$ cat src/rtl/tx_pcs_encoder_if.sv
// XGMII-side word bus and 66-bit block output of the clause 49 TX encoder.
// The MAC/gearbox side drives words; the encoder returns blocks.
interface tx_pcs_encoder_if;
    logic [63:0] xgmii_txd;
    logic [7:0]  xgmii_txc;
    logic        i_tx_en;
    logic        phy_tx_ready;
    logic [1:0]  o_header;
    logic [63:0] o_data;
    logic        o_valid;

    modport master (
        output xgmii_txd,
        output xgmii_txc,
        output i_tx_en,
        input  phy_tx_ready,
        input  o_header,
        input  o_data,
        input  o_valid
    );

    modport slave (
        input  xgmii_txd,
        input  xgmii_txc,
        input  i_tx_en,
        output phy_tx_ready,
        output o_header,
        output o_data,
        output o_valid
    );
endinterface

$ cat src/rtl/tx_pcs_encoder.sv
// 10GBASE-R transmit encoder: XGMII word to 64b/66b block with the
// TX_INIT/C/D/T/E state machine and one-cycle registered latency.
module tx_pcs_encoder (
    input  logic              i_clk,
    input  logic              i_reset,
    tx_pcs_encoder_if.slave   bus
);
    typedef enum logic [2:0] {
        TX_INIT,
        TX_C,
        TX_D,
        TX_T,
        TX_E
    } tx_state_e;

    typedef enum logic [2:0] {
        W_D,
        W_S,
        W_C,
        W_T,
        W_E
    } word_e;

    localparam logic [1:0]  HDR_DATA = 2'b10;
    localparam logic [1:0]  HDR_CTRL = 2'b01;
    localparam logic [63:0] ERR_BLK  = {{8{7'h1E}}, 8'h1E};
    localparam logic [63:0] RST_BLK  = 64'h000000000000001E;

    function automatic logic [6:0] ctl_code(input logic [7:0] ch);
        return (ch == 8'h07) ? 7'h00 : 7'h1E;
    endfunction

    function automatic logic [7:0] t_type(input logic [2:0] k);
        logic [7:0] t;
        t = 8'h87;
        case (k)
            3'd0: t = 8'h87;
            3'd1: t = 8'h99;
            3'd2: t = 8'hAA;
            3'd3: t = 8'hB4;
            3'd4: t = 8'hCC;
            3'd5: t = 8'hD2;
            3'd6: t = 8'hE1;
            3'd7: t = 8'hFF;
            default: t = 8'h87;
        endcase
        return t;
    endfunction

    tx_state_e   state_q, state_d, state_nxt;
    logic [1:0]  header_q, header_d;
    logic [63:0] data_q, data_d;
    logic        valid_q, valid_d;

    logic [63:0] txd;
    logic [7:0]  txc;
    logic [7:0]  ctl_ok;
    logic [7:0]  t_ok;
    logic [2:0]  t_k;
    word_e       wtype;
    logic [1:0]  enc_hdr;
    logic [63:0] enc_data;

    assign txd = bus.xgmii_txd;
    assign txc = bus.xgmii_txc;

    assign bus.phy_tx_ready = bus.i_tx_en && !i_reset;
    assign bus.o_header     = header_q;
    assign bus.o_data       = data_q;
    assign bus.o_valid      = valid_q;

    // Terminate in lane k: txc set for k..7 only, idle/error above k.
    always_comb begin
        ctl_ok = '0;
        for (int i = 0; i < 8; i++) begin
            ctl_ok[i] = (txd[8*i +: 8] == 8'h07) ||
                        (txd[8*i +: 8] == 8'hFE);
        end
        t_ok = '0;
        t_k  = '0;
        for (int k = 0; k < 8; k++) begin
            t_ok[k] = (txd[8*k +: 8] == 8'hFD) &&
                      (txc == (8'hFF << k));
            for (int j = k + 1; j < 8; j++) begin
                t_ok[k] = t_ok[k] & ctl_ok[j];
            end
            if (t_ok[k]) begin
                t_k = 3'(k);
            end
        end
    end

    always_comb begin
        wtype = W_E;
        if (txc == 8'h00) begin
            wtype = W_D;
        end else if (txc == 8'h01 && txd[7:0] == 8'hFB) begin
            wtype = W_S;
        end else if (txc == 8'hFF && (&ctl_ok)) begin
            wtype = W_C;
        end else if (|t_ok) begin
            wtype = W_T;
        end
    end

    always_comb begin
        enc_hdr  = HDR_CTRL;
        enc_data = ERR_BLK;
        unique case (wtype)
            W_D: begin
                enc_hdr  = HDR_DATA;
                enc_data = txd;
            end
            W_S: begin
                enc_data = {txd[63:8], 8'h78};
            end
            W_C: begin
                enc_data      = '0;
                enc_data[7:0] = 8'h1E;
                for (int i = 0; i < 8; i++) begin
                    enc_data[7*i+8 +: 7] = ctl_code(txd[8*i +: 8]);
                end
            end
            W_T: begin
                // Data sits right after the type byte, codes sit in the
                // same slots a C block would use; the gap is zero pad.
                enc_data      = '0;
                enc_data[7:0] = t_type(t_k);
                for (int i = 0; i < 7; i++) begin
                    if (3'(i) < t_k) begin
                        enc_data[8*i+8 +: 8] = txd[8*i +: 8];
                    end
                end
                for (int i = 0; i < 8; i++) begin
                    if (3'(i) > t_k) begin
                        enc_data[7*i+8 +: 7] = ctl_code(txd[8*i +: 8]);
                    end
                end
            end
            default: begin
                enc_hdr  = HDR_CTRL;
                enc_data = ERR_BLK;
            end
        endcase
    end

    always_comb begin
        state_nxt = TX_E;
        unique case (state_q)
            TX_INIT, TX_C, TX_T: begin
                if (wtype == W_C) begin
                    state_nxt = TX_C;
                end else if (wtype == W_S) begin
                    state_nxt = TX_D;
                end else begin
                    state_nxt = TX_E;
                end
            end
            TX_D: begin
                if (wtype == W_D) begin
                    state_nxt = TX_D;
                end else if (wtype == W_T) begin
                    state_nxt = TX_T;
                end else begin
                    state_nxt = TX_E;
                end
            end
            TX_E: begin
                unique case (wtype)
                    W_C:     state_nxt = TX_C;
                    W_D:     state_nxt = TX_D;
                    W_T:     state_nxt = TX_T;
                    W_S:     state_nxt = TX_D;
                    default: state_nxt = TX_E;
                endcase
            end
            default: state_nxt = TX_E;
        endcase
    end

    // A paused cycle freezes everything except o_valid.
    always_comb begin
        state_d  = state_q;
        header_d = header_q;
        data_d   = data_q;
        valid_d  = 1'b0;
        if (bus.i_tx_en) begin
            state_d = state_nxt;
            valid_d = 1'b1;
            if (state_nxt == TX_E) begin
                header_d = HDR_CTRL;
                data_d   = ERR_BLK;
            end else begin
                header_d = enc_hdr;
                data_d   = enc_data;
            end
        end
    end

    always_ff @(posedge i_clk) begin
        if (i_reset) begin
            state_q  <= TX_INIT;
            header_q <= HDR_CTRL;
            data_q   <= RST_BLK;
            valid_q  <= 1'b0;
        end else begin
            state_q  <= state_d;
            header_q <= header_d;
            data_q   <= data_d;
            valid_q  <= valid_d;
        end
    end
endmodule
$ cat src/flat_wrapper.sv
// flat-port wrapper written by rule: the top's interface ports become plain ports
module tx_pcs_encoder_flat 
  (i_clk, i_reset, bus_xgmii_txd, bus_xgmii_txc, bus_i_tx_en, bus_phy_tx_ready, bus_o_header, bus_o_data, bus_o_valid);
  tx_pcs_encoder_if bus_i ();
  input  logic i_clk;
  input  logic i_reset;
  input wire logic [$bits(bus_i.xgmii_txd)-1:0] bus_xgmii_txd;
  input wire logic [$bits(bus_i.xgmii_txc)-1:0] bus_xgmii_txc;
  input wire logic [$bits(bus_i.i_tx_en)-1:0] bus_i_tx_en;
  output wire logic [$bits(bus_i.phy_tx_ready)-1:0] bus_phy_tx_ready;
  output wire logic [$bits(bus_i.o_header)-1:0] bus_o_header;
  output wire logic [$bits(bus_i.o_data)-1:0] bus_o_data;
  output wire logic [$bits(bus_i.o_valid)-1:0] bus_o_valid;
  assign bus_i.xgmii_txd = bus_xgmii_txd;
  assign bus_i.xgmii_txc = bus_xgmii_txc;
  assign bus_i.i_tx_en = bus_i_tx_en;
  assign bus_phy_tx_ready = bus_i.phy_tx_ready;
  assign bus_o_header = bus_i.o_header;
  assign bus_o_data = bus_i.o_data;
  assign bus_o_valid = bus_i.o_valid;
  tx_pcs_encoder u_core (.i_clk(i_clk), .i_reset(i_reset), .bus(bus_i));
endmodule
$ cat config.mk
export PLATFORM = sky130hd
export DESIGN_NAME = tx_pcs_encoder_flat
export DESIGN_NICKNAME = d
export VERILOG_FILES = /design/src/rtl/tx_pcs_encoder_if.sv /design/src/rtl/tx_pcs_encoder.sv /design/src/flat_wrapper.sv
export SDC_FILE = /design/constraint.sdc
export NUM_CORES = 1
export LEC_CHECK = 0
export CORE_MARGIN = 8
export CORE_UTILIZATION = 42
export CTS_BUF_LIST = sky130_fd_sc_hd__clkbuf_4
export CTS_CLUSTER_DIAMETER = 40
export CTS_CLUSTER_SIZE = 24
export DETAILED_ROUTE_END_ITERATION = 10
export MAX_ROUTING_LAYER = met4
export PLACE_DENSITY = 0.74
export SLEW_MARGIN = 15
export SYNTH_ARGS = -nofsm -noshare
export SYNTH_HDL_FRONTEND = slang
export SYNTH_SLANG_ARGS = --single-unit
$ cat constraint.sdc
create_clock -name i_clk -period 5.7 [get_ports i_clk]
set_input_delay 0.855 -clock i_clk [delete_from_list [all_inputs] [get_ports i_clk]]
set_output_delay 0.855 -clock i_clk [all_outputs]
set_load 0.02 [all_outputs]
### Yosys cells after proc, flatten, opt, wreduce, memory -nomap -nowiden

Memories as Yosys holds them, arrays and structs flattened.
Index checks and enable logic that the tools add are counted.

* word-level logic and storage cells: 162
* bits in read-only memories: 56
* memories: 1
* register bits: 70
* input port bits: 75

Memories
* (name not given): depth 8, width 7, read ports 1, clocked after memory_dff 0, write ports 0, line tx_pcs_encoder.sv:36 `case (k)`

* equal/unequal tests: 42
* multiplexer cells: 45
* reduce and logical (&&, ||, !) cells: 27
* bitwise operators: 28
* $lt $le $gt $ge: 15

Operators with widths (count)
* 64-bit case mux with 4 select lines: 1
* 8-bit equality test, second input constant: 25
* 8-bit by 3-bit equality test with 1-bit output, second input constant: 8
* 64-bit two-way mux: 1
* 7-bit two-way mux: 8
* 8-bit two-way mux: 7
* 5-bit two-way mux: 8
* 3-bit two-way mux: 12
* 1-bit bitwise AND: 28
* 3-bit case mux with 3 select lines: 2
* 3-bit by 2-bit equality test with 1-bit output, second input constant: 4
* 3-bit greater-than comparator, first input constant: 4
* 1-bit logical AND: 11
* 3-bit less-than comparator, first input constant: 3
* 8-bit by 1-bit equality test with 1-bit output, second input constant: 1
* 8-bit logical NOT: 1
* 1-bit logical OR: 8
* 2-bit two-way mux: 4
* 8-bit AND reduction: 1
* 8-bit OR reduction: 1
* 3-bit by 1-bit equality test with 1-bit output, second input constant: 2
* 3-bit equality test, second input constant: 2
* 1-bit by 3-bit greater-than comparator with 1-bit output, first input constant: 2
* 2-bit by 3-bit greater-than comparator with 1-bit output, first input constant: 2
* other kinds (7): 11

### Longest topological paths before layout

Gate-level depths: netlist of run 1.

* word-level depth: 20
* depth in mapped cells: 14
* depth with buffers taken out: 14

### Worst setup path after synthesis of run 1

No wires, ideal clock.

* path type: input -> register
* from: input bus_xgmii_txd[59]
* to: register u_core.data_q[58] (netlist: u_core.bus.o_data[58])
* required time: 5.614 ns
* arrival time: 3.732 ns
* setup time: 0.086 ns
* stages on the path: 13
* slack: 1.882 ns
* cells stage by stage: or4_1 -> or4b_4 -> o31a_4 -> nor4_1 -> and2_1 -> nor2_1 -> inv_1 -> ha_1 -> inv_1 -> a21oi_1 -> a21o_1 -> a22oi_1 -> a211oi_1

* word-level cells in the longest chain between the ends: 15

Ends and longest elaborated chain
* start: declaration: line flat_wrapper.sv:7 `input wire logic [$bits(bus_i.xgmii_txd)-1:0] bus_xgmii_txd;`
* 8-bit by 3-bit equality test with 1-bit output or 8-bit equality test (tied branches): line tx_pcs_encoder.sv:30, tx_pcs_encoder.sv:76, tx_pcs_encoder.sv:77
* 1-bit logical OR: line tx_pcs_encoder.sv:76 `ctl_ok[i] = (txd[8*i +: 8] == 8'h07) ||`
* 1-bit bitwise AND: line tx_pcs_encoder.sv:85 `t_ok[k] = t_ok[k] & ctl_ok[j];`
* 1-bit two-way mux: line tx_pcs_encoder.sv:87 `if (t_ok[k]) begin`
* 2-bit two-way mux (2 in series): line tx_pcs_encoder.sv:87
* 3-bit two-way mux (4 in series): line tx_pcs_encoder.sv:87
* 3-bit less-than comparator: line tx_pcs_encoder.sv:130 `if (3'(i) < t_k) begin`
* 8-bit two-way mux: line tx_pcs_encoder.sv:130
* 7-bit two-way mux: line tx_pcs_encoder.sv:135 `if (3'(i) > t_k) begin`
* 64-bit case mux with 4 select lines: line tx_pcs_encoder.sv:109 `unique case (wtype)`
* 64-bit two-way mux *: line tx_pcs_encoder.sv:190 `if (state_nxt == TX_E) begin`
* end signal: assignment: line tx_pcs_encoder.sv:209 `data_q <= data_d;`
* end: declaration: line tx_pcs_encoder.sv:52 `logic [63:0] data_q, data_d;`

Mark *: on every way between the ends. The rest lies on a longest branch, timed or not.
A chain may end at the register's enable or synchronous reset.

### Final worst setup path of run 1

* from: input bus_xgmii_txd[53]
* to: register u_core.data_q[22] (netlist: u_core.bus.o_data[22])

* word-level cells in the longest chain between the ends: 16

Ends and longest elaborated chain (line)
* 8-bit by 3-bit equality test with 1-bit output or 8-bit equality test (tied branches): tx_pcs_encoder.sv:76, tx_pcs_encoder.sv:77
* 1-bit logical OR: tx_pcs_encoder.sv:76
* 1-bit bitwise AND (2 in series): tx_pcs_encoder.sv:85
* 1-bit two-way mux: tx_pcs_encoder.sv:87
* 2-bit two-way mux (2 in series): tx_pcs_encoder.sv:87
* 3-bit two-way mux (4 in series): tx_pcs_encoder.sv:87
* 1-bit by 3-bit less-than comparator with 1-bit output: tx_pcs_encoder.sv:130
* 8-bit two-way mux: tx_pcs_encoder.sv:130
* 7-bit two-way mux: tx_pcs_encoder.sv:135
* 64-bit case mux with 4 select lines: tx_pcs_encoder.sv:109
* 64-bit two-way mux *: tx_pcs_encoder.sv:190

Marks and branches as above.

==> summary.md, run 1 <==
| Metric | Value |
|---|---|
| # IOs | `143` |
| Setup bufs post-CTS | `0` |
| DR WL met2 | `8410 um` |
| Area leader, netlist | `dfxtp_1` |
| CTS Sinks | `70` |
| Crit path DAT | `around 4800 ps` |
| Hold_buf cts | `0` |
| Synth-to-layout area growth | `39.5%` |
| Post-synth EDFFs | `0` |
| Synth top area share | `around a third` |
| Least-Margin Pin Slew | `859 ps` |
| WL/cell | `21.5 um` |
| Net Count, Synth | `648` |
| Crit. End Element | `flip-flop` |
| Sequential area share after synthesis | `~32%` |
| Slew headroom | `approximately 42%` |
| Register bit count reported by yosys | `70` |
| Max-slew violations | `0` |
| Total Nets Final | `783` |
| Post-synthesis cell count | `565` |
| # setup viols final | `0` |
| H-tree depth | `3` |
| Iteration-0 DRC Markers | `512` |
| Vias per Instance | `6.19` |
| Chip height | `118 um` |
| Multiplexer area fraction after synthesis | `0.229%` |
| Vias in the first global route | `roughly 5100` |
| Hold slack | `460 ps` |
| RSZ-0062 raised after global routing | `no` |
| Initial antenna violation count | `1` |
| Drt first pass iters | `5` |
| Ys async rst share | `0%` |
| Setup TNS | `0 ps` |
| Max Clk Rate | `225 MHz` |
| Setup ws final | `around 1300 ps` |
| Pre-CTS WS | `884 ps` |
| Synth Area in Simple Gates | `28.2%` |
| Starting Density | `42.8%` |
| CTS tree | `built` |
| DR WL met3 | `1340 um` |
| Final instance count without filler cells | `842` |
| Compound-gate portion of the synthesized area | `33.5%` |
| Vias post-DR | `5216` |
| DP Wirelength | `13900 um` |
| CP Data Required Time | `6060 ps` |
| Reg clk slew, reported paths | `140 ps` |
| Tmin final | `4440 ps` |
| Hold Crit Class | `reg2reg` |
| CTS max path bufs | `2` |
| Post-synthesis adder-cell area fraction | `2.29%` |
| Port Buffers | `142` |
| M1 wire length | `between 7000 and 8000 um` |
| Core ar. | `10200 sq um` |
| Peak VDD IR | `roughly 0.17 mV` |
| Avg Cell Area, Syn | `7.74 sq um` |
| Hold Fails Final Rpt | `0` |
| Die area | `roughly 14000 sq um` |
| P_leak | `2.05 nW` |
| Ys flop type | `dfxtp_1` |
| WL final | `~18000 um` |
| GRT overflow | `0` |
| Total power draw | `1.16 mW` |
| Layout cells sized above 1 | `7.23%` |
| WS Path Type | `in2reg` |
| Root Driver | `clkbuf_4` |
| Top layer in use | `met4` |
| Post-synthesis xor/xnor area fraction | `0%` |
| Chip width | `~120 um` |
| Remaining antenna violation count | `0` |
| # fillers | `937` |
| CP max FO | `9` |
| Run status | `finished, final reports clean` |
| CTS buffer count | `9` |
| Commonest non-fill, non-tap cells in the layout | `clkdlybuf4s50_1 (142), nand2_1 (72), dfxtp_1 (70)` |
| Commonest non-fill, non-tap cell in the layout | `clkdlybuf4s50_1` |
| First-pass GRT wire length | `28600 um` |
| Top cells by area, synth | `dfxtp_1 (32%), a22oi_1 (7.4%), nand2_1 (6.2%)` |
| Global Route Usage Sum | `26.2%` |
| Synth Cell Area | `4380 sq um` |
| Final Cycle Share | `77.9%` |
| Pwr dens | `190 nW/um^2` |
| FP Rows | `37` |
| Worst skew pair latency | `420 ps` |
| GP Congestion | `approximately 0.91` |
| Resized cells post-CTS | `0` |
| Setup Skew | `15.8 ps` |
| Cell variety after synth | `64` |
| Kind of start point of the critical path | `primary input` |
| Total of max-cap violations | `0` |
| Placed cell count | `825` |
| Synthesis Warnings | `0` |
| Largest family of logic cells by synthesized area | `compound AO/OA/AOI/OAI gates` |
| Pin count of the biggest net entering global routing | `47` |
| DRC violations left | `0` |
worst max-delay path, cell delays in order:
cell and delay, ps:
clkdlybuf4s50_1 510, or4b_1 570, nor4_2 400, o221ai_1 300, nor4_1 410, o21a_1 380, inv_1 160, ha_1 320
nor2_1 460, a22oi_1 250, o21ai_1 180
stage by stage:
step                utilization, %  cell area, sq um
global route                  59.7              6100
finish                        59.7              6100
floorplan                        -              4380
detailed placement            57.8              5910
global placement              57.8              5910
CTS                           59.6              6100
power breakdown:
part           internal, mW  total, mW  switching (mW)
Clock                 0.224      0.429           0.205
Combinational        0.0984      0.212           0.114
Sequential            0.507      0.519          0.0120
Total                 0.830       1.16           0.331
final timing paths:
check / from / endpoint / slack (ps) / cells past startpoint
setup / recovery: bus_xgmii_txd[53] / u_core.bus.o_data[22] / 1260 / 11
hold / removal: u_core.bus.o_data[6] / u_core.bus.o_data[6] / 460 / 2
setup reg to reg: u_core.state_q[2] / u_core.bus.o_data[49] / 2980 / 5
hold reg to reg: u_core.bus.o_data[6] / u_core.bus.o_data[6] / 460 / 2
layer usage:
metal,up-vias,track usage [%]
met5,-,-
met4,0,8.81
met3,27,5.42
met2,255,40.7
met1,2499,33.0
li1,2435,-
state kept, by name, indices dropped and copies added, names as in the netlist:
signal	flops
u_core.bus.o_data	64
u_core.state_q	3
u_core.bus.o_valid	1
u_core.bus.o_header	2
logic make-up after synthesis:
kind of cell / after synthesis
buffers and inverters: 38
adder cells (fa/ha/maj): 8
flip-flops: 70
multiplexers: 1
AND/OR/NAND/NOR: 242
AO/OA/AOI/OAI: 206
synthesized netlist by cell type (4+ instances only):
cell       instances
o21bai_1           7
nand2_1           72
nand3b_1           5
nor4_1            15
a21o_1             7
a2111oi_0          4
nand4_1            8
o21ai_0           17
and2_1             8
and3_1             6
nand3_1           13
and4_1             5
a21oi_1           29
clkbuf_1          21
a22oi_1           43
buf_2              4
a311oi_1           6
o21ai_2            9
a31oi_1            8
nor3_1            13
o21a_1             4
nor2_1            64
ha_1               8
dfxtp_1           70
nand2b_1           4
nor4b_1            4
or2_2              5
o21ai_1           14
a211oi_1          29
inv_1             11
cell type report:
| type | instances | area, sq um | area share (%) |
|---|---|---|---|
| clock inverters | 7 | 120 | 1.97 |
| inverters | 11 | 41.3 | 0.676 |
| clock buffers | 9 | 67.6 | 1.11 |
| flip-flops and latches | 70 | 1400 | 23.0 |
| well taps | 136 | 170 | 2.79 |
| repair buffers | 151 | 1490 | 24.4 |
| diodes | 1 | 2.50 | 0.0410 |
| multi-input cells | 457 | 2810 | 46.1 |
Power figures use the tool's default switching activity.
==> run 2, diff against run 1 <==
--- a/config.mk
+++ b/config.mk
@@ -12,7 +12,7 @@
 export CTS_CLUSTER_SIZE = 24
 export DETAILED_ROUTE_END_ITERATION = 10
 export MAX_ROUTING_LAYER = met4
-export PLACE_DENSITY = 0.74
+export PLACE_DENSITY = 0.77
 export SLEW_MARGIN = 15
 export SYNTH_ARGS = -nofsm -noshare
 export SYNTH_HDL_FRONTEND = slang
==> constraint.sdc (replaced) <==
create_clock -name i_clk -period 4.07 [get_ports i_clk]
set_input_delay 0.6105 -clock i_clk [delete_from_list [all_inputs] [get_ports i_clk]]
set_output_delay 0.6105 -clock i_clk [all_outputs]
set_load 0.02 [all_outputs]
==> run 2 against run 1 <==
Register-to-register slack got worse by 1100 ps. Worst setup slack got worse by 1000 ps. First-iteration DRC count fell by 5.1%. Critical path type unchanged.
==> summary.md, run 2 (same netlist as run 1, synthesis figures left out) <==
| Metric | Value |
|---|---|
| Run status | `finished, final reports clean` |
| Combinational cell fraction of total power | `19.3% (+1.0 points)` |
| Sw frac | `26.8% (-1.7 points)` |
| Root Driver | `clkbuf_4` |
| Max reg flops | `64 (unchanged)` |
| Area of the multi-input gates | `2810 sq um (unchanged)` |
| H-tree depth | `3 (unchanged)` |
| # IOs | `143 (unchanged)` |
| P_leak | `2.33 nW (+14%)` |
| # setup viols final | `0 (unchanged)` |
| Drt first pass iters | `7 (+2)` |
| Remaining antenna violation count | `0 (unchanged)` |
| Sequential share of power | `45.5% (+0.8 points)` |
| WS Path Type | `in2reg` |
| Crit. End Element | `flip-flop` |
| Commonest non-fill, non-tap cell in the layout | `clkdlybuf4s50_1` |
| Starting Density | `42.8% (unchanged)` |
| FP Rows | `37 (unchanged)` |
| WL/cell | `20.4 um (-5.2%)` |
| First-pass GRT wire length | `29200 um (+2.1%)` |
| Worst skew pair latency | `440 ps (+20 ps)` |
| Core ar. | `10200 sq um (unchanged)` |
| Slew headroom | `53.3% (+11 points)` |
| CTS buffer count | `9 (unchanged)` |
| Pin count of the biggest net entering global routing | `46 (-2.1%)` |
| Peak VDD IR | `0.163 mV (-1.4%)` |
| Reg clk slew, reported paths | `110 ps (-30 ps)` |
| Hold_buf cts | `0 (unchanged)` |
| Global Route Usage Sum | `26.2% (+0.074 points)` |
| DP Area | `6330 sq um (+7.1%)` |
| Vias post-DR | `5489 (+5.2%)` |
| GP Congestion | `0.960 (+5.3%)` |
| Max-slew violations | `0 (unchanged)` |
| Synth-to-layout area growth | `48.8%` |
| Kind of start point of the critical path | `primary input` |
| Final instance count without filler cells | `897 (+6.5%)` |
| DP Wirelength | `14400 um (+3.7%)` |
| Max Clk Rate | `260 MHz` |
| Setup Skew | `14.7 ps (-1.15 ps)` |
| CTS tree | `built` |
| Setup bufs post-CTS | `0 (unchanged)` |
| CTS max path bufs | `2 (unchanged)` |
| Final Cycle Share | `94.7%` |
| Chip width | `118 um (unchanged)` |
| Crit path DAT | `4180 ps (-620 ps)` |
| Resized cells post-CTS | `0 (unchanged)` |
| Chip height | `118 um (unchanged)` |
| Iteration-0 DRC Markers | `486 (-5.1%)` |
| GRT overflow | `0 (unchanged)` |
| Vias per Instance | `6.12 (-1.2%)` |
| Die area | `13900 sq um (unchanged)` |
| Layout cells sized above 1 | `13.8% (+6.6 points)` |
| Clk pwr share | `35.2% (-1.8 points)` |
| Tmin final | `3850 ps` |
| WL final | `18300 um (+1.0%)` |
| Least-Margin Pin Slew | `700 ps (-159 ps)` |
| CTS Sinks | `70 (unchanged)` |
| Total Nets Final | `839 (+7.2%)` |
| Commonest non-fill, non-tap cells in the layout | `clkdlybuf4s50_1 (142), nand2_1 (72), dfxtp_1 (70)` |
| Sequential Area | `1400 sq um (unchanged)` |
| Placed cell count | `881 (+6.8%)` |
| RSZ-0062 raised after global routing | `no` |
| P_int | `1.17 mW (+41%)` |
| Switching pwr | `0.429 mW (+30%)` |
| # fillers | `916 (-2.2%)` |
| DRC violations left | `0 (unchanged)` |
| Hold Fails Final Rpt | `0 (unchanged)` |
| Vias in the first global route | `5418 (+6.5%)` |
| Port Buffers | `142 (unchanged)` |
| Pwr dens | `246 nW/um^2 (+29%)` |
| Finished Cell Area | `6510 sq um (+6.7%)` |
| CP Data Required Time | `4400 ps (-1660 ps)` |
| Total of max-cap violations | `0 (unchanged)` |
| Hold Crit Class | `reg2reg` |
| CP max FO | `6 (-3)` |
| Initial antenna violation count | `1 (unchanged)` |
[run 2: changes by cell type in the layout (fill, tap and decap cells not counted)]
cell,change
buf_4,+56
inv_6,-2
clkbuf_4,+1
clkinv_1,+1
clkinvlp_4,-1
[run 2: cell type report]
class                   count  share of cell area, %
multi-input cells         457                   43.2
repair buffers            207                   29.3
flip-flops and latches     70                   21.5
well taps                 136                   2.61
clock inverters             5                   1.52
clock buffers              10                   1.15
inverters                  11                  0.634
diodes                      1                 0.0384
[run 2: final timing paths]
check | end | depth (start not counted) | startpoint | slack (ps)
worst min-delay path | u_core.bus.o_data[57] | 2 | u_core.bus.o_data[57] | 460
worst max-delay path | u_core.bus.o_data[54] | 13 | bus_xgmii_txd[59] | 220
worst min register to register | u_core.bus.o_data[57] | 2 | u_core.bus.o_data[57] | 460
worst max register to register | u_core.bus.o_data[63] | 6 | u_core.state_q[2] | 1890
[run 2: power by group through the flow]
| stage | Clock, mW | Combinational [mW] | Sequential [mW] |
|---|---|---|---|
| global placement | 0 | 0.302 | 0.742 |
| finish | 0.563 | 0.309 | 0.728 |
| floorplan | 0 | 0.0825 | 0.767 |
| global route | 0.596 | 0.328 | 0.731 |
| detailed placement | 0 | 0.305 | 0.743 |
| CTS | 0.570 | 0.307 | 0.727 |
[run 2: stage by stage]
| stage | worst slack [ps] | hold WS [ps] | power, mW | TNS, ps | utilization, % |
|---|---|---|---|---|---|
| global route | 7.38 | 480 | 1.65 | 0 | 63.6 |
| CTS | 273 | 457 | 1.60 | 0 | 63.6 |
| detailed placement | -138 | 442 | 1.05 | -1020 | 61.9 |
| global placement | -24.4 | 441 | 1.04 | -95.4 | 61.9 |
| floorplan | 497 | 509 | 0.849 | 0 | - |
| finish | 217 | 456 | 1.60 | 0 | 63.6 |
[run 2: routing by layer]
| metal | GRT usage (%) | vias to the layer above | wire [um] |
|---|---|---|---|
| met5 | - | - | 0 |
| met4 | 10.5 | 0 | 445 |
| met3 | 3.45 | 39 | 1280 |
| met2 | 40.9 | 298 | 8480 |
| met1 | 33.7 | 2605 | 8090 |
| li1 | - | 2547 | - |
[run 2: critical path, cell delays in order]
cell,delay (ps)
clkdlybuf4s50_1,430
or4_1,530
or4b_4,540
o31a_4,160
nor4_1,330
and2_1,210
nor2_1,110
inv_1,150
ha_1,200
inv_1,100
a41oi_1,320
o21ai_0,170
a311oi_1,330
==> run 3, diff against run 2 <==
--- a/config.mk
+++ b/config.mk
@@ -12,7 +12,7 @@
 export CTS_CLUSTER_SIZE = 24
 export DETAILED_ROUTE_END_ITERATION = 10
 export MAX_ROUTING_LAYER = met4
-export PLACE_DENSITY = 0.77
+export PLACE_DENSITY = 0.74
 export SLEW_MARGIN = 15
 export SYNTH_ARGS = -nofsm -noshare
 export SYNTH_HDL_FRONTEND = slang
==> constraint.sdc (replaced) <==
create_clock -name i_clk -period 3.59 [get_ports i_clk]
set_input_delay 0.5385 -clock i_clk [delete_from_list [all_inputs] [get_ports i_clk]]
set_output_delay 0.5385 -clock i_clk [all_outputs]
set_load 0.02 [all_outputs]
==> run 3 against run 2 <==
Final cell count rose by 11%. First-iteration DRC count shrank 1.0%. Clock power is 29% lower. Via count up 6.6%. Largest cell class unchanged.
==> summary.md, run 3 (same netlist as run 1, synthesis figures left out) <==
| Metric | Value |
|---|---|
| Hold slack | `456 ps (-0.346 ps)` |
| CP Data Required Time | `3930 ps (-470 ps)` |
| Chip height | `118 um (unchanged)` |
| # fillers | `876 (-4.4%)` |
| FP Rows | `37 (unchanged)` |
| CTS max path bufs | `2 (unchanged)` |
| First-pass GRT wire length | `31300 um (+7.1%)` |
| Vias per Instance | `5.90 (-3.6%)` |
| Worst flop-to-flop path endpoint | `u_core.bus.o_data[49]` |
| Pwr dens | `224 nW/um^2 (-8.7%)` |
| # IOs | `143 (unchanged)` |
| Crit-path max cell delay | `540 ps (about the same)` |
| Hold Path Cell Cnt | `2 (unchanged)` |
| Total of max-cap violations | `0 (unchanged)` |
| Final Cycle Share | `98.5%` |
| Root Driver | `clkbuf_4` |
| Global Route Usage Sum | `28.5% (+2.2 points)` |
| Commonest non-fill, non-tap cell in the layout | `buf_4` |
| Pin count of the biggest net entering global routing | `47 (+2.2%)` |
| CTS Sinks | `70 (unchanged)` |
| Reg-to-Reg Start | `u_core.state_q[2]` |
| Die area | `13900 sq um (unchanged)` |
| Sw frac | `30.3% (+3.4 points)` |
| Pre-CTS WS | `-500 ps (-362 ps)` |
| Hold_buf cts | `0 (unchanged)` |
| Reg clk slew, reported paths | `100 ps (about the same)` |
| Remaining antenna violation count | `0 (unchanged)` |
| DP Wirelength | `15800 um (+9.5%)` |
| Worst skew pair latency | `430 ps (about the same)` |
| Setup Skew | `14.6 ps (-0.0923 ps)` |
| Vias post-DR | `5852 (+6.6%)` |
| Buf/Inv on CP | `2 (-1)` |
| Chip width | `118 um (unchanged)` |
| Max-slew violations | `0 (unchanged)` |
| P_int | `1.14 mW (-2.2%)` |
| CTS buffer count | `9 (unchanged)` |
| WL/cell | `20.1 um (-1.3%)` |
| Initial antenna violation count | `1 (unchanged)` |
| Critical path's top delay family | `simple AND/OR/NAND/NOR gates` |
| Final core occ | `71.5% (+7.9 points)` |
| Peak VDD IR | `0.157 mV (-3.3%)` |
| Total Nets Final | `937 (+12%)` |
| H-tree depth | `3 (unchanged)` |
| Hold Fails Final Rpt | `0 (unchanged)` |
| Tmin final | `3540 ps` |
| Combinational cell fraction of total power | `25.4% (+6.1 points)` |
| Crit path DAT | `3880 ps (-300 ps)` |
| Run status | `finished, final reports clean` |
| Vias in the first global route | `5867 (+8.3%)` |
| Hold worst-path end | `u_core.bus.o_data[7]` |
| CTS tree | `built` |
| Final instance count without filler cells | `992 (+11%)` |
| Crit. End Element | `flip-flop` |
| Clk pwr share | `24.4% (-11 points)` |
| Layout cells sized above 1 | `26.2% (+12 points)` |
| Hold Crit Class | `reg2reg` |
| R2R cell count | `6 (unchanged)` |
| Sequential share of power | `50.2% (+4.7 points)` |
| Max Clk Rate | `283 MHz` |
| Core ar. | `10200 sq um (unchanged)` |
| WS Path Type | `in2reg` |
| # setup viols final | `0 (unchanged)` |
| GP Congestion | `0.959 (-0.18%)` |
| Placed cell count | `976 (+11%)` |
| Setup ws final | `52.5 ps (-164 ps)` |
| Crit path depth | `11 (-2)` |
| Synth-to-layout area growth | `67.2%` |
| GRT overflow | `0 (unchanged)` |
| Port Buffers | `142 (unchanged)` |
| CP max FO | `12 (+6)` |
| Total power draw | `1.64 mW (+2.6%)` |
| WL final | `20000 um (+9.2%)` |
| Slew headroom | `53.7% (+0.32 points)` |
| Switching pwr | `0.497 mW (+16%)` |
| HP Start | `u_core.bus.o_data[7]` |
| Crit path max-delay cell type | `or4b_4` |
| DRC violations left | `0 (unchanged)` |
| Register-to-Register Setup Slack | `1500 ps (-390 ps)` |
| Commonest non-fill, non-tap cells in the layout | `buf_4 (160), clkdlybuf4s50_1 (142), nand2_1 (71)` |
| Kind of start point of the critical path | `primary input` |
| Max reg flops | `64 (unchanged)` |
| Least-Margin Pin Slew | `695 ps (-4.80 ps)` |
| P_leak | `2.79 nW (+20%)` |
| CP Cell Sequence | `clkdlybuf4s50_1 > or4_1 > or4b_4 > o31a_4 > nor4_4 > nand3_2 > buf_4 > a31oi_4 > o21bai_4 > or2_4 > o21ai_0` |
| Drt first pass iters | `5 (-2)` |
| Starting Density | `42.8% (unchanged)` |
| Iteration-0 DRC Markers | `481 (-1.0%)` |
-- run 3: cell types whose count changed in the layout (fill, tap and decap cells not counted), sizes merged --
cell / change
or2: +1
clkbuf: -1
bufinv: -3
clkinvlp: +1
buf: +97
-- run 3: per-layer routing --
| layer | up-vias | GRT usage (%) | wire length [um] | part of all wire (%) |
|---|---|---|---|---|
| met5 | - | - | 0 | 0 |
| met3 | 34 | 6.38 | 1630 | 8.2 |
| met2 | 302 | 45.1 | 9270 | 46 |
| li1 | 2748 | - | - | - |
| met4 | 0 | 12.0 | 573 | 2.9 |
| met1 | 2768 | 34.2 | 8490 | 43 |
-- run 3: power by group through the flow --
stage | Clock (mW) | Combinational [mW] | Sequential [mW]
floorplan | 0 | 0.0935 | 0.869
global placement | 0 | 0.399 | 0.841
detailed placement | 0 | 0.403 | 0.842
CTS | 0.410 | 0.409 | 0.824
global route | 0.436 | 0.441 | 0.828
finish | 0.400 | 0.417 | 0.825
-- run 3: final cells by class --
class	instances	area [sq um]	share of cell area, %
Antenna cell	1	2.50	0.0342
Timing Repair Buffer	304	2650	36.3
Multi-Input combinational cell	458	2960	40.5
Tap cell	136	170	2.33
Clock inverter	3	16.3	0.222
Sequential cell	70	1400	19.2
Inverter	11	41.3	0.564
Clock buffer	9	67.6	0.924
-- run 3: per-stage QoR --
stage / instance area, sq um / TNS (ps)
after CTS: 7190 / 0
after floorplan: 4380 / 0
after detailed placement: 7060 / -24480
final: 7320 / 0
after global placement: 7060 / -20900
after global routing: 7320 / -141
-- run 3: worst register-to-register path, cell delays in order (launching register included) --
cell and delay (ps):
dfxtp_1 430, nor4b_1 400, buf_4 200, a31oi_4 40, o21bai_4 380, or2_4 370
o21ai_0 160
-- run 3: worst max-delay path by stage --
stage	from	endpoint	slack (ps)
after floorplan	bus_xgmii_txd[59]	u_core.bus.o_data[58]	90
after global placement	bus_xgmii_txd[12]	u_core.bus.o_data[53]	-430
after detailed placement	bus_xgmii_txd[59]	u_core.bus.o_data[54]	-500
after CTS	bus_xgmii_txd[59]	u_core.bus.o_data[60]	20
after global routing	bus_xgmii_txd[53]	u_core.bus.o_data[61]	-60
final	bus_xgmii_txd[59]	u_core.bus.o_data[49]	50
-- run 3: what timing repair did --
item,4_1_cts,5_1_grt
resized for setup,9,24
cloned,1,0
endpoints found under the setup margin,10,63
pin swaps,0,8
endpoints found under the hold margin,0,0
setup buffers,0,2
==> edit: new RTL, config.mk and constraints of run 3 <==
Encoding of `tx_state_e`: now one-hot (5 bits for 5 states).
--- a/src/rtl/tx_pcs_encoder.sv
+++ b/src/rtl/tx_pcs_encoder.sv
@@ -7,8 +7,8 @@
 );
-    typedef enum logic [2:0] {
-        TX_INIT,
-        TX_C,
-        TX_D,
-        TX_T,
-        TX_E
+    typedef enum logic [4:0] {
+        TX_INIT = 5'b00001,
+        TX_C    = 5'b00010,
+        TX_D    = 5'b00100,
+        TX_T    = 5'b01000,
+        TX_E    = 5'b10000
     } tx_state_e;
Behaviour: same outputs for any inputs over 4 cycles, from zero or initial values and one cycle with i_reset high; so few cycles prove little.
==> edit against run 3 <==
Die area grew 9.0%; worst setup slack gained 0.0029 ns; highest routed layer unchanged; total power grew 15%; design area grew 8.3%; synthesized area grew 10%; routed wire length grew 12%; cell count grew 7.0%; sequential cell count grew 2.
==> edit: results <==
group,metric,value,unit
timing,worst_pin_slew,1.14,ns
timing,hold_ws,0.452,ns
layout,drive_above_1_share,25.3,%
clocking,clkLatencyLatePin,0.48,ns
layout,largest_reg_flops,64,
placement,post-dp-hpwl,17.9,mm
setup_path,worstPathMaxFanout,5,
clocking,clk_path_buf_depth,2,
clocking,cts.clk_slew.worst_paths,0.11,ns
yosys,ys_seq_area_share,29.8,%
routing,drt_pass1_iterations,5,
layout,num-nets-final,995,
global_routing,grt_max_degree,53,
layout,fillers,958,
setup_path,r2r_setup_slack,1.33,ns
global_routing,grt-ovfl-total,0,
placement,io_buffers,142,
global_routing,grtUsageMet3,4.34,%
yosys,yosysWarnings,0,
timing,setup_ws,0.0555,ns
yosys,async_flop_share,0,%
yosys,synth_common_cells,"dfxtp_1 (72), nand2_1 (71), nor2_1 (40)",
global_routing,grtUsageTotal,30.2,%
routing,viasPerCell,6.16,
global_routing,grtUsageMet1,36.5,%
clocking,cts_buffers,9,
placement,gp_congestion,0.970,
setup_path,arrival,3.94,ns
yosys,ys_top_cells_by_area,"dfxtp_1 (30%), nand2_1 (5.5%), a22oi_1 (5.4%), o21bai_1 (3.6%), a31oi_1 (3.5%)",
placement,dp_slack,-0.493,ns
setup_path,crit_end,"u_core.bus.o_data[28]",
setup_path,slowest_delay,0.50,ns
setup_path,rr_startpoint,"u_core.state_q[0]",
setup_path,slowest_stage,"or4b_4",
worst_hold_path,whs_path_depth,2,
setup_path,crit_start,"bus_xgmii_txd[55]",
yosys,syn-num-nets,699,
outcome,outcome,"finished clean",
yosys,synth_cell_types,80,
global_routing,grt_pass1_wl,34.8,mm
clocking,ctsHtreeMaxLevel,3,
setup_path,r2r_cells,7,
routing,routed_wl,22.4,mm
pwr,leakage,0.00304,uW
worst_hold_path,min_to,"u_core.bus.o_data[56]",
pwr,ir_worst_vdd,0.219,mV
setup_path,r2r_end,"u_core.bus.o_data[54]",
routing,drt_iter0_markers,782,
global_routing,grtUsageMet2,49.1,%
global_routing,grt_pass1_vias,6515,
timing,fin_worst_skew,0.0243,ns
worst_hold_path,min-delay-start,"u_core.bus.o_data[56]",
edit: cell count changes after synthesis, sizes merged, moves of 5 or more:
cell           run 3  this run
o22ai              1         7
o21bai             8        24
nand3             13        21
nand4              8        14
nand2b             4         9
a32oi              2         8
a31oi              9        27
inv               11        16
nor2              64        42
or4                3         8
a211oi            29        17
a22oi             43        35
edit: cell type report:
class                   count  area (um2)  area share (%)
well taps                 143         179            2.26
repair buffers            318        2820            35.6
diodes                      2        5.00          0.0632
clock inverters             5        81.3            1.03
clock buffers              10        75.1           0.948
inverters                  16        60.1           0.758
flip-flops and latches     72        1440            18.2
multi-input cells         495        3260            41.1
edit: critical path, delay by kind of cell:
family,cells,cell delay (ns)
buffers and inverters,4,0.79
and+or+nand+nor,3,1.08
adders and majority gates,1,0.18
AOI/OAI and AO/OA,5,1.33
edit: cell families after synthesis:
group           Yosys count  share of synthesized area [%]
simple gates            256                           29.4
compound gates          227                           33.3
flops                    72                           29.8
buf+inv                  49                           4.61
fa+ha+maj                 8                           2.07
mux                       3                          0.621
xor+xnor                  1                          0.181
edit: metrics by stage:
stage          instances  power, uW  utilization [%]  area, um2
3_5_place_dp        1042       1290             67.7       7660
3_3_place_gp        1042       1280             67.7       7660
6_report            1061       1890             70.0       7920
2_1_floorplan        616        997                -       4850
5_1_grt             1060       1950             69.9       7920
4_1_cts             1057       1880             69.0       7820
edit: timing repair:
action                                  CTS  global route
endpoints found under the setup margin    1            39
resized for setup                         0            20
pin swaps                                 0             5
buffers inserted                          0             2
edit: layer usage:
layer	vias to the layer above	share of wire (%)
li1	2999	-
met1	3116	41
met2	358	47
met3	58	7.5
met4	0	3.6
met5	-	0
edit: report_power, final:
| group | switching [uW] | internal (uW) |
|---|---|---|
| logic | 213 | 224 |
| clock network | 318 | 287 |
| registers | 18.0 | 828 |
